===== config.mk =====
export PLATFORM = sky130hd
export DESIGN_NAME = pc_sequencer
export DESIGN_NICKNAME = d
export VERILOG_FILES = /design/src/rtl/pc_sequencer.sv
export SDC_FILE = /design/constraint.sdc
export NUM_CORES = 1
export LEC_CHECK = 0
export CORE_UTILIZATION = 49
export CTS_CLUSTER_DIAMETER = 100
export DETAILED_ROUTE_END_ITERATION = 7
export PLACE_DENSITY = 0.84
export REMOVE_ABC_BUFFERS = 1
export SLEW_MARGIN = 25
export SYNTH_ARGS = -nofsm -noshare
export SYNTH_HDL_FRONTEND = slang
export SYNTH_SLANG_ARGS = --single-unit

===== constraint.sdc =====
create_clock -name clk -period 5.4 [get_ports clk]
set_input_delay 0.54 -clock clk [delete_from_list [all_inputs] [get_ports clk]]
set_output_delay 0.54 -clock clk [all_outputs]
set_load 0.02 [all_outputs]

===== src/rtl/pc_sequencer.sv =====
// Multi-cycle fetch/decode/execute sequencer for the lab RISC-V core.
// Issues exactly one PC update per retired instruction and counts retirements.
module pc_sequencer (
  input  logic        clk,
  input  logic        rst,
  input  logic        start,
  input  logic        halt_req,
  input  logic        imem_ready,
  input  logic [31:0] inst,
  input  logic        branch_taken,
  input  logic        dmem_ready,
  output logic        imem_req,
  output logic        ir_we,
  output logic        dmem_req,
  output logic        dmem_we,
  output logic        rf_we,
  output logic        pc_go_next,
  output logic        pc_jump,
  output logic        pc_jump_sel,
  output logic        busy,
  output logic        halted,
  output logic        illegal,
  output logic [31:0] retired
);

  localparam logic JP_RELATIVE = 1'b0;
  localparam logic JP_TO_F     = 1'b1;

  localparam logic [6:0] OP_R      = 7'b0110011;
  localparam logic [6:0] OP_I_ALU  = 7'b0010011;
  localparam logic [6:0] OP_LUI    = 7'b0110111;
  localparam logic [6:0] OP_AUIPC  = 7'b0010111;
  localparam logic [6:0] OP_LOAD   = 7'b0000011;
  localparam logic [6:0] OP_STORE  = 7'b0100011;
  localparam logic [6:0] OP_BRANCH = 7'b1100011;
  localparam logic [6:0] OP_JAL    = 7'b1101111;
  localparam logic [6:0] OP_JALR   = 7'b1100111;
  localparam logic [6:0] OP_SYSTEM = 7'b1110011;

  typedef enum logic [2:0] {
    S_IDLE, S_FETCH, S_DECODE, S_EXEC, S_MEM, S_WB, S_PCUPD, S_HALT
  } state_t;

  state_t      state, state_nx;
  logic [6:0]  opcode;
  logic        taken_r;
  logic        halt_pend;
  logic        is_load, is_store, is_branch, is_jal, is_jalr, is_system, is_exec_op;
  logic        unused_inst;

  assign unused_inst = ^inst[31:7];

  assign is_load    = (opcode == OP_LOAD);
  assign is_store   = (opcode == OP_STORE);
  assign is_branch  = (opcode == OP_BRANCH);
  assign is_jal     = (opcode == OP_JAL);
  assign is_jalr    = (opcode == OP_JALR);
  assign is_system  = (opcode == OP_SYSTEM);
  assign is_exec_op = (opcode == OP_R) || (opcode == OP_I_ALU) || (opcode == OP_LUI) ||
                      (opcode == OP_AUIPC) || is_load || is_store || is_branch ||
                      is_jal || is_jalr;

  // ir_we is the only output that looks at an input; everything else is state-decoded.
  assign ir_we = (state == S_FETCH) && imem_ready;

  always_comb begin
    state_nx    = state;
    imem_req    = 1'b0;
    dmem_req    = 1'b0;
    dmem_we     = 1'b0;
    rf_we       = 1'b0;
    pc_go_next  = 1'b0;
    pc_jump     = 1'b0;
    pc_jump_sel = JP_RELATIVE;
    busy        = (state != S_IDLE) && (state != S_HALT);
    halted      = (state == S_HALT);
    case (state)
      S_IDLE: begin
        if (halt_req || halt_pend) state_nx = S_HALT;
        else if (start)            state_nx = S_FETCH;
      end
      S_FETCH: begin
        imem_req = 1'b1;
        if (imem_ready) state_nx = S_DECODE;
      end
      S_DECODE: begin
        if (is_exec_op) state_nx = S_EXEC;
        else            state_nx = S_HALT;
      end
      S_EXEC: begin
        if (is_load || is_store) state_nx = S_MEM;
        else if (is_branch)      state_nx = S_PCUPD;
        else                     state_nx = S_WB;
      end
      S_MEM: begin
        dmem_req = 1'b1;
        dmem_we  = is_store;
        if (dmem_ready) state_nx = is_load ? S_WB : S_PCUPD;
      end
      S_WB: begin
        rf_we    = 1'b1;
        state_nx = S_PCUPD;
      end
      S_PCUPD: begin
        if (is_jal || (is_branch && taken_r)) begin
          pc_jump = 1'b1;
        end else if (is_jalr) begin
          pc_jump     = 1'b1;
          pc_jump_sel = JP_TO_F;
        end else begin
          pc_go_next = 1'b1;
        end
        // A halt request arriving in this very cycle still stops after this instruction.
        state_nx = (halt_pend || halt_req) ? S_HALT : S_FETCH;
      end
      S_HALT:  state_nx = S_HALT;
      default: state_nx = S_IDLE;
    endcase
  end

  always_ff @(posedge clk) begin
    if (rst) begin
      state     <= S_IDLE;
      opcode    <= '0;
      taken_r   <= 1'b0;
      halt_pend <= 1'b0;
      illegal   <= 1'b0;
      retired   <= '0;
    end else begin
      state <= state_nx;
      if (halt_req)              halt_pend <= 1'b1;
      if (ir_we)                 opcode    <= inst[6:0];
      if (state == S_EXEC)       taken_r   <= branch_taken;
      if (state == S_DECODE && !is_exec_op && !is_system) illegal <= 1'b1;
      if (state == S_PCUPD || (state == S_DECODE && is_system))
        retired <= retired + 32'd1;
    end
  end

endmodule


=== Yosys cells after proc, flatten, opt, wreduce, memory -nomap -nowiden ===
Index checks and enable logic that the tools add are counted.

* $add $sub $neg: 1
* $mul: 0
* Div/mod/pow operators: 0
* Order comparisons: 0
* Equality and inequality tests: 21
* Shift-type cells: 0
* Muxes and demuxes: 22
* Bitwise operators: 0
* Reductions and logical operators: 23

{| class="wikitable"
|+ Operators by type and width
! kind !! count
|-
| 32-bit by 1-bit adder with 32-bit output (second input constant) || 1
|-
| 7-bit equality test (second input constant) || 4
|-
| 3-bit one-hot mux with 8 select lines || 1
|-
| 7-bit by 6-bit equality test with 1-bit output (second input constant) || 3
|-
| 3-bit two-way mux || 6
|-
| 7-bit by 5-bit equality test with 1-bit output (second input constant) || 2
|-
| 3-bit equality test (second input constant) || 4
|-
| 1-bit logical OR || 12
|-
| 1-bit two-way mux || 12
|-
| 7-bit by 2-bit equality test with 1-bit output (second input constant) || 1
|-
| 3-bit by 2-bit equality test with 1-bit output (second input constant) || 2
|-
| 1-bit logical AND || 6
|-
| 2-bit two-way mux || 3
|-
| 3-bit != test (second input constant) || 2
|-
| 2-bit != test (second input constant) || 2
|-
| 3-bit by 1-bit equality test with 1-bit output (second input constant) || 1
|-
| 3-bit logical NOT || 1
|-
| 3-bit AND reduction || 1
|-
| 3-bit nonzero test || 1
|-
| 1-bit logical NOT || 2
|}

* Bits in registers: 45
* Latch bits: 0
* Memory bits (writable): 0
* ROM bits: 0
* Bits of input ports: 39
* Output and inout port bits: 43
* Logic and storage cells: 73
* Memories: 0

=== Depth between registers and ports, before layout ===
Gate-level depths: netlist of the first run.

* Depth in word-level cells: 12
* Mapped depth: 7
* Depth with buffers taken out: 6

=== Worst setup path after synthesis of the first run ===
OpenSTA, ideal clock, no wires.

* Path type: register to output
* From: register state[2]
* To: output ir_we
* Data arrival time: 1651 ps
* Required time: 4860 ps
* Slack: 3209 ps
* Cell stages (with the launch flop): 5
* Path buffers: 1
* Cells stage by stage: dfxtp_1 clkbuf_1 nor3b_1 nand2_1 clkinv_1

* Word-level cells in the longest chain between the ends: 2

{| class="wikitable"
|+ Ends and longest elaborated chain
! what !! line !! source
|-
| start, declared || 44 || <nowiki>state_t state, state_nx;</nowiki>
|-
| start signal, assigned || 130 || <nowiki>state <= state_nx;</nowiki>
|-
| 3-bit by 1-bit equality test with 1-bit output || 64 || <nowiki>assign ir_we = (state == S_FETCH) && imem_ready;</nowiki>
|-
| 1-bit logical AND || 64 ||
|-
| end, declared || 13 || <nowiki>output logic ir_we,</nowiki>
|}

Every way passes these cells.

=== Worst setup path after layout of the first run ===
Ends and elaborated chain as after synthesis.

==> results of run 1 <==
==> layout make-up <==
type	count	area share (%)
clock buffer	5	2.22
timing repair buffer	58	19.2
multi-input combinational	211	44.7
clock inverter	3	2.10
tap	54	2.18
inverter	5	0.605
sequential	45	29.0
==> per-layer routing <==
layer	part of all wire, %	up-vias
met4	1.4	0
met5	0	-
met3	2.6	8
met2	47	38
met1	49	994
li1	-	1071
==> flip-flops by register name, indices dropped and copies added, names as in the netlist <==
register and flops:
halt_pend 1, illegal 1, retired 32, taken_r 1, opcode 7, state 3
==> through the flow <==
stage	cells	setup WS (ps)	cell area (um^2)
6_report	381	2480	3100
4_1_cts	381	2480	3100
2_1_floorplan	261	3210	2310
3_5_place_dp	373	2730	2970
3_3_place_gp	372	2750	2940
5_1_grt	381	2280	3100
==> path summary, 6_finish.rpt <==
path / depth (start not counted) / start / to
min reg2reg: 2 / opcode[3] / opcode[3]
max reg2reg: 5 / state[1] / retired[18]
min: 2 / opcode[3] / opcode[3]
max: 4 / state[2] / ir_we
==> synthesized netlist by cell type (2+ instances only) <==
master    count
a21oi_1      14
xnor2_1      29
and3_1        5
nand4_4       2
inv_1         4
and4b_1       2
o21ai_0       7
nor2_1       44
nand4_1       4
or3_1         2
nor3_1       14
nor3b_1       4
buf_6         2
nor4b_2       5
and4_1        5
clkbuf_1     11
nand2_1      29
nor4b_1       2
dfxtp_1      45
nand3_1       9
buf_2         4
nor4_2       10
nor2b_1       4
==> power groups by stage <==
stage / registers, mW / logic, mW / clock network [mW]
finish: 0.410 / 0.292 / 0.296
global route: 0.416 / 0.315 / 0.311
CTS: 0.408 / 0.293 / 0.300
detailed placement: 0.417 / 0.291 / 0
global placement: 0.415 / 0.263 / 0
floorplan: 0.409 / 0.168 / 0
==> logic make-up after synthesis <==
kind of cell             after synthesis  share of synthesized area, %
AO/OA/AOI/OAI                         32                          8.80
buffers and inverters                 22                          4.29
adder cells (fa/ha/maj)                1                         0.523
multiplexers                           2                         0.890
AND/OR/NAND/NOR                      147                          37.2
flip-flops                            45                          37.7
XOR/XNOR                              29                          10.6
==> placed cells by master (no fill, tap or decap), types with 4 or more instances in the layout <==
master,n
nor2_1,44
o21ai_0,7
inv_1,4
nand3_1,9
clkdlybuf4s50_1,56
xnor2_1,29
a21oi_1,14
nand2_1,29
nor3_1,14
nor3b_1,4
clkbuf_8,5
and4_1,5
and3_1,5
nor2b_1,4
nor4b_2,5
nor4_2,10
dfxtp_1,45
nand4_1,4
==> worst max-delay path: stages (launching register included) <==
cell,delay [ps]
dfxtp_1,760
nor3b_1,140
nand2_1,300
clkinv_1,290
clkdlybuf4s50_1,610
==> results.ini, run 1 <==
[layout]
regArea_um2=901
syn2layout_area_growth_pct=29.8
multi_input_comb_area_mm2=0.00139
fin_nets=366
drive_above_1_share_pct=8.87
final_util_pct=66.1
n_antenna_cell=0
fillers=378

[worst_setup_path]
cp_max_fo=22
worstSetupPathType=reg2out
critPathCaptureType=output pin
critPathLaunchType=register
reg2reg_slack_ps=3090
worstPathRequired_ps=4860
worstPathArrival_ps=2380

[floorplanning]
initial_core_util_pct=50.9
ios=82
row_count=25
die_h_um=71.8
core_area_mm2=0.00469
die_area_mm2=0.00516
die_w_um=71.8

[logic_synthesis]
synth_top_cell_by_area=dfxtp_1
synth_cells=278
yosysWarnings=0
async_flop_share_pct=0
ys_types=44
seq_area_frac_synth_pct=37.7
synth_area_mm2=0.00239
synth_area_leaders=dfxtp_1 38%, xnor2_1 11%, nor2_1 6.9%, nor4_2 5.2%, nand2_1 4.6%
synth_ff_type=dfxtp_1
synth_edf_count=0
ys_ff_latch=45
syn_avg_cell_area_um2=8.60
synth_top_area_share_pct=37.7

[detailed_routing]
drc=0
drt-initial-drc-count=145
route.vias.total=2111
drtAntennaViolNets=0
wl_per_cell_um=13.1
vias_per_cell=5.54
drt_wl_total_mm=5.00
first_pass_iters=5

[clocking]
clockRootBuffer=clkbuf_8
worstSkewPairLatency_ps=290
cts_tree=done
cts_made_buffers=5
clock_sinks=45
cts_buffer_depth=2
path_clk_slew_ps=90
post_cts_buffers=0
ctsHoldBuffers=0
cts-resized-gates=0
cts-htree-levels=2

[pwr]
swShare_pct=33.6
seqPwrFrac_pct=41.1
irDropWorstVdd_v=0.000190
finalPower_uw=998
power_density_mw_per_mm2=322
p_switching_uw=335
clkPwrFrac_pct=29.7
internal_power_uw=662
power.leakage_nw=0.965
pwr-share-comb_pct=29.2

[grt]
antenna_found_initial=0
grt_overflow=0
use_met3_pct=4.78
grt_first_pass_wirelength_mm=8.20
grt_use_met1_pct=25.7
grt_max_degree=28
grt-busiest-layer=met2
grt_pass1_vias=1820
use_met2_pct=33.0
grt.total_usage_pct=19.7

[placement]
routabilityCongestion=0.787
hpwl_mm=3.51
port_buffers=56

[timing]
period_minus_slack_ps=2920
max_clock_freq_ghz=0.342
setup_violations=0
fin_crit_sh_pct=54.1
whs_ps=473
hold_viol_final=0
slew_headroom_pct=32.5
finalMaxSlewViolations=0
grt_setup_unrepaired=no
fin_tns_setup_ps=0
tightest_slew_ps=1010
finClkSkew_ps=6.61

[min_path]
hold_class=reg2reg

[run_status]
outcome=finished clean

[job]
max_cap_violations=0

(Power assumes the default switching activity.)
==> inputs of run 2 (changes only) <==
- CORE_UTILIZATION: 49 -> 41
- PLACE_DENSITY: 0.84 -> 0.74
- clock period: 5.4 -> 2.5 ns (I/O delays scaled with it)
==> results.ini, run 2 (synthesis gave the netlist of run 1 again) <==
[run_status]
outcome=finished clean

[timing]
max_clock_freq_ghz=0.440
finalMaxSlewViolations=0
period_minus_slack_ps=2270
fin_crit_sh_pct=91.0
fin_tns_setup_ps=0
hold_viol_final=0
setup_violations=0
finClkSkew_ps=11.1
tightest_slew_ps=665
grt_setup_unrepaired=no
slew_headroom_pct=54.5
fin_ws_ps=226

[layout]
drive_above_1_share_pct=11.1
top_regs=retired: 32 flops, opcode: 7 flops, state: 3 flops
regMostFlops=retired
final_util_pct=56.4
fillers=527
regArea_um2=901
final_cell_mix=56 x clkdlybuf4s50_1, 45 x dfxtp_1, 44 x nor2_1
layout_commonest_cell=clkdlybuf4s50_1
fin_nets=373
syn2layout_area_growth_pct=31.6
largest_reg_flops=32
n_antenna_cell=0
multi_input_comb_area_mm2=0.00139

[detailed_routing]
drt-initial-drc-count=154
drtAntennaViolNets=0
drc=0
drt_wl_total_mm=5.36
wl_per_cell_um=13.2
route.vias.total=2164
vias_per_cell=5.33
first_pass_iters=4

[placement]
pre_cts_ws_ps=450
hpwl_mm=3.83
routabilityCongestion=0.797
port_buffers=56

[clocking]
cts_buffer_depth=2
cts_made_buffers=5
path_clk_slew_ps=90
clock_sinks=45
cts-htree-levels=2
worstSkewPairLatency_ps=300
clockRootBuffer=clkbuf_8
cts_tree=done

[worst_setup_path]
crit_start=opcode[4]
worstReg2RegStart=retired[14]
reg2reg_slack_ps=520
worstPathArrival_ps=2020
worstRegToRegCells=5
r2r_end=retired[31]
worstPathRequired_ps=2250
critPathLaunchType=register
cp_max_fo=8
critPathCaptureType=output pin
worstSetupPathType=reg2out
crit_end=pc_go_next

[floorplanning]
ios=82
die_area_mm2=0.00614
die_h_um=78.3
initial_core_util_pct=42.9
core_area_mm2=0.00557
die_w_um=78.3
row_count=27

[grt]
grt_max_degree=34
grt_pass1_vias=1996
grt_overflow=0
antenna_found_initial=0
grt_first_pass_wirelength_mm=9.00
grt.total_usage_pct=18.2

[job]
max_cap_violations=0

[pwr]
power_density_mw_per_mm2=667
finalPower_mw=2.10
clkPwrFrac_pct=26.8
power.leakage_nw=0.981
swShare_pct=35.7
seqPwrFrac_pct=41.3
p_switching_uw=749
pwr-share-comb_pct=31.9
internal_power_mw=1.35
irDropWorstVdd_v=0.000361

[min_path]
hold_class=reg2reg

==> run 2: cell types whose count changed in the layout (fill, tap and decap cells not counted), sizes merged <==
cell / delta
buf: +7
bufinv: -1
clkinvlp: +1
==> run 2: through the flow <==
step,hold slack [ps],area [um^2],instances
detailed placement,487,3020,398
floorplan,319,2310,261
global route,528,3140,406
finish,500,3140,406
global placement,456,3020,398
CTS,494,3140,406
==> run 2: routing by layer <==
layer / share of wire, % / vias to the layer above / track usage, %
met2: 50 / 46 / 30.8
li1: - / 1085 / -
met1: 44 / 1025 / 22.8
met5: 0 / - / 0
met3: 3.6 / 8 / 2.67
met4: 1.9 / 0 / 8.15
==> run 2: how the worst min path moves through the flow <==
| stage | depth (start not counted) | end | startpoint |
|---|---|---|---|
| floorplan | 1 | opcode[0] | rst |
| global placement | 2 | opcode[3] | opcode[3] |
| detailed placement | 2 | taken_r | taken_r |
| CTS | 3 | opcode[1] | inst[1] |
| global route | 3 | opcode[0] | inst[0] |
| finish | 2 | opcode[1] | opcode[1] |
==> run 2: what timing repair did <==
item                       in CTS  in global routing
hold endpoints to repair        0                  0
hold buffers                    0                  0
buffers inserted                0                  0
resized for setup               0                  1
setup endpoints to repair       0                  2
==> run 2: power by group through the flow <==
stage | Combinational, mW | Clock (mW) | Sequential, mW
2_1_floorplan | 0.364 | 0 | 0.883
3_3_place_gp | 0.655 | 0 | 0.879
3_5_place_dp | 0.668 | 0 | 0.881
4_1_cts | 0.671 | 0.575 | 0.864
5_1_grt | 0.742 | 0.604 | 0.880
6_report | 0.668 | 0.561 | 0.867
==> run 2: final cells by class <==
class	count	area share, %
Multi-Input combinational cell	211	44.2
Sequential cell	45	28.7
Timing Repair Buffer	65	20.0
Tap cell	72	2.87
Clock buffer	5	2.19
Clock inverter	3	1.47
Inverter	5	0.597
==> run 2: critical path, cell delays in order (launching register included) <==
cell             delay, ps
dfxtp_1                510
nand4b_1               190
nor2_1                  70
a41oi_1                190
nor2b_1                150
clkdlybuf4s50_1        600
==> inputs of run 3 (changes only) <==
- CORE_UTILIZATION: 41 -> 45
- PLACE_DENSITY: 0.74 -> 0.77
- SKIP_LAST_GASP: default -> 1
- clock period: 2.5 -> 2.3 ns (I/O delays scaled with it)
==> results.ini, run 3 (synthesis gave the netlist of run 1 again) <==
[run_status]
outcome=finished clean

[floorplanning]
die_h_um=74.9
die_w_um=74.9
die_area_mm2=0.00561
ios=82
row_count=26
core_area_mm2=0.00511
initial_core_util_pct=46.8

[clocking]
clockRootBuffer=clkbuf_8
clock_sinks=45
worstSkewPairLatency_ps=300
path_clk_slew_ps=90
post_cts_buffers=0
cts_made_buffers=5
cts-htree-levels=2
cts_tree=done
cts_buffer_depth=2

[worst_setup_path]
worstPathRequired_ps=2070
worstReg2RegStart=opcode[2]
critPathCaptureType=output pin
reg2reg_slack_ps=210
critPathLaunchType=register
worstRegToRegCells=6
r2r_end=retired[18]
cp_max_fo=4
worstPathArrival_ps=1980
worstSetupPathType=reg2out

[detailed_routing]
vias_per_cell=5.30
drt-initial-drc-count=135
route.vias.total=2164
first_pass_iters=4
drc=0
wl_per_cell_um=13.5
drt_wl_total_mm=5.52
drtAntennaViolNets=0

[placement]
routabilityCongestion=0.792
hpwl_mm=3.88
port_buffers=56
pre_cts_ws_ps=238

[timing]
finalMaxSlewViolations=0
fin_crit_sh_pct=96.0
slew_headroom_pct=53.0
grt_setup_unrepaired=yes
whs_ps=466
max_clock_freq_ghz=0.453
tightest_slew_ps=703
fin_ws_ps=92.8
hold_viol_final=0
finClkSkew_ps=14.4
setup_violations=0
period_minus_slack_ps=2210
fin_tns_setup_ps=0

[min_path]
min_from=inst[5]
hold_class=in2reg
min_path_cells=3
min_to=opcode[5]

[pwr]
p_switching_uw=818
power.leakage_nw=1.00
seqPwrFrac_pct=39.7
power_density_mw_per_mm2=737
pwr-share-comb_pct=34.0
clkPwrFrac_pct=26.3
irDropWorstVdd_v=0.000367
swShare_pct=34.8
internal_power_mw=1.53

[grt]
grt_overflow=0
grt_pass1_vias=1935
grt.total_usage_pct=20.3
grt_first_pass_wirelength_mm=8.74
antenna_found_initial=0
grt_max_degree=25

[layout]
n_antenna_cell=0
regMostFlops=retired
largest_reg_flops=32
layout_commonest_cell=clkdlybuf4s50_1
fin_nets=377
top_regs=retired: 32 flops, opcode: 7 flops, state: 3 flops
final_cell_mix=56 x clkdlybuf4s50_1, 44 x nor2_1, 42 x dfxtp_1
drive_above_1_share_pct=12.7
syn2layout_area_growth_pct=33.5

[job]
max_cap_violations=0

-- run 3: final cells by class --
type	instances	area, um^2
fill	445	1920
multi-input combinational	211	1400
sequential	45	905
timing repair buffer	69	666
tap	70	87.6
clock buffer	7	86.3
clock inverter	1	30.0
inverter	5	18.8
-- run 3: how the worst max path moves through the flow --
stage | startpoint | to | cells after the start | slack [ps]
after floorplan | retired[0] | retired[18] | 6 | 310
after global placement | opcode[2] | retired[31] | 4 | 130
after detailed placement | opcode[3] | pc_jump | 5 | 240
after CTS | opcode[5] | pc_jump | 5 | 10
after global routing | opcode[3] | pc_jump | 5 | -10
final | opcode[0] | pc_jump | 5 | 90
-- run 3: per-layer routing --
metal,track usage [%],up-vias,part of all wire [%]
met5,0,-,0
met4,6.71,0,1.1
met3,3.88,7,3.7
met2,34.6,43,50
met1,25.8,1020,45
li1,-,1094,-
-- run 3: power groups by stage --
stage	Combinational, mW	Sequential [mW]	Clock (mW)
finish	0.798	0.933	0.619
global route	0.863	0.946	0.666
CTS	0.795	0.927	0.626
detailed placement	0.789	0.942	0
global placement	0.744	0.939	0
floorplan	0.395	0.960	0
-- run 3: what timing repair did --
item	in CTS	in global routing
endpoints found under the setup margin	2	3
gates resized for setup	1	4
hold buffers	0	0
gates cloned	0	0
-- run 3: through the flow --
stage	utilization, %	instances	power [mW]	instance area (um^2)
2_1_floorplan	-	261	1.35	2310
3_3_place_gp	59.6	399	1.68	3040
3_5_place_dp	59.9	400	1.73	3060
4_1_cts	62.3	408	2.35	3180
5_1_grt	62.5	408	2.48	3190
6_report	62.5	408	2.35	3190
-- run 3: critical path, stage by stage, from the launching register on --
cell             delay, ps
dfxtp_1                390
nand3b_1               180
nor3_4                 210
a41oi_1                160
nor2_1                 120
clkdlybuf4s50_1        620
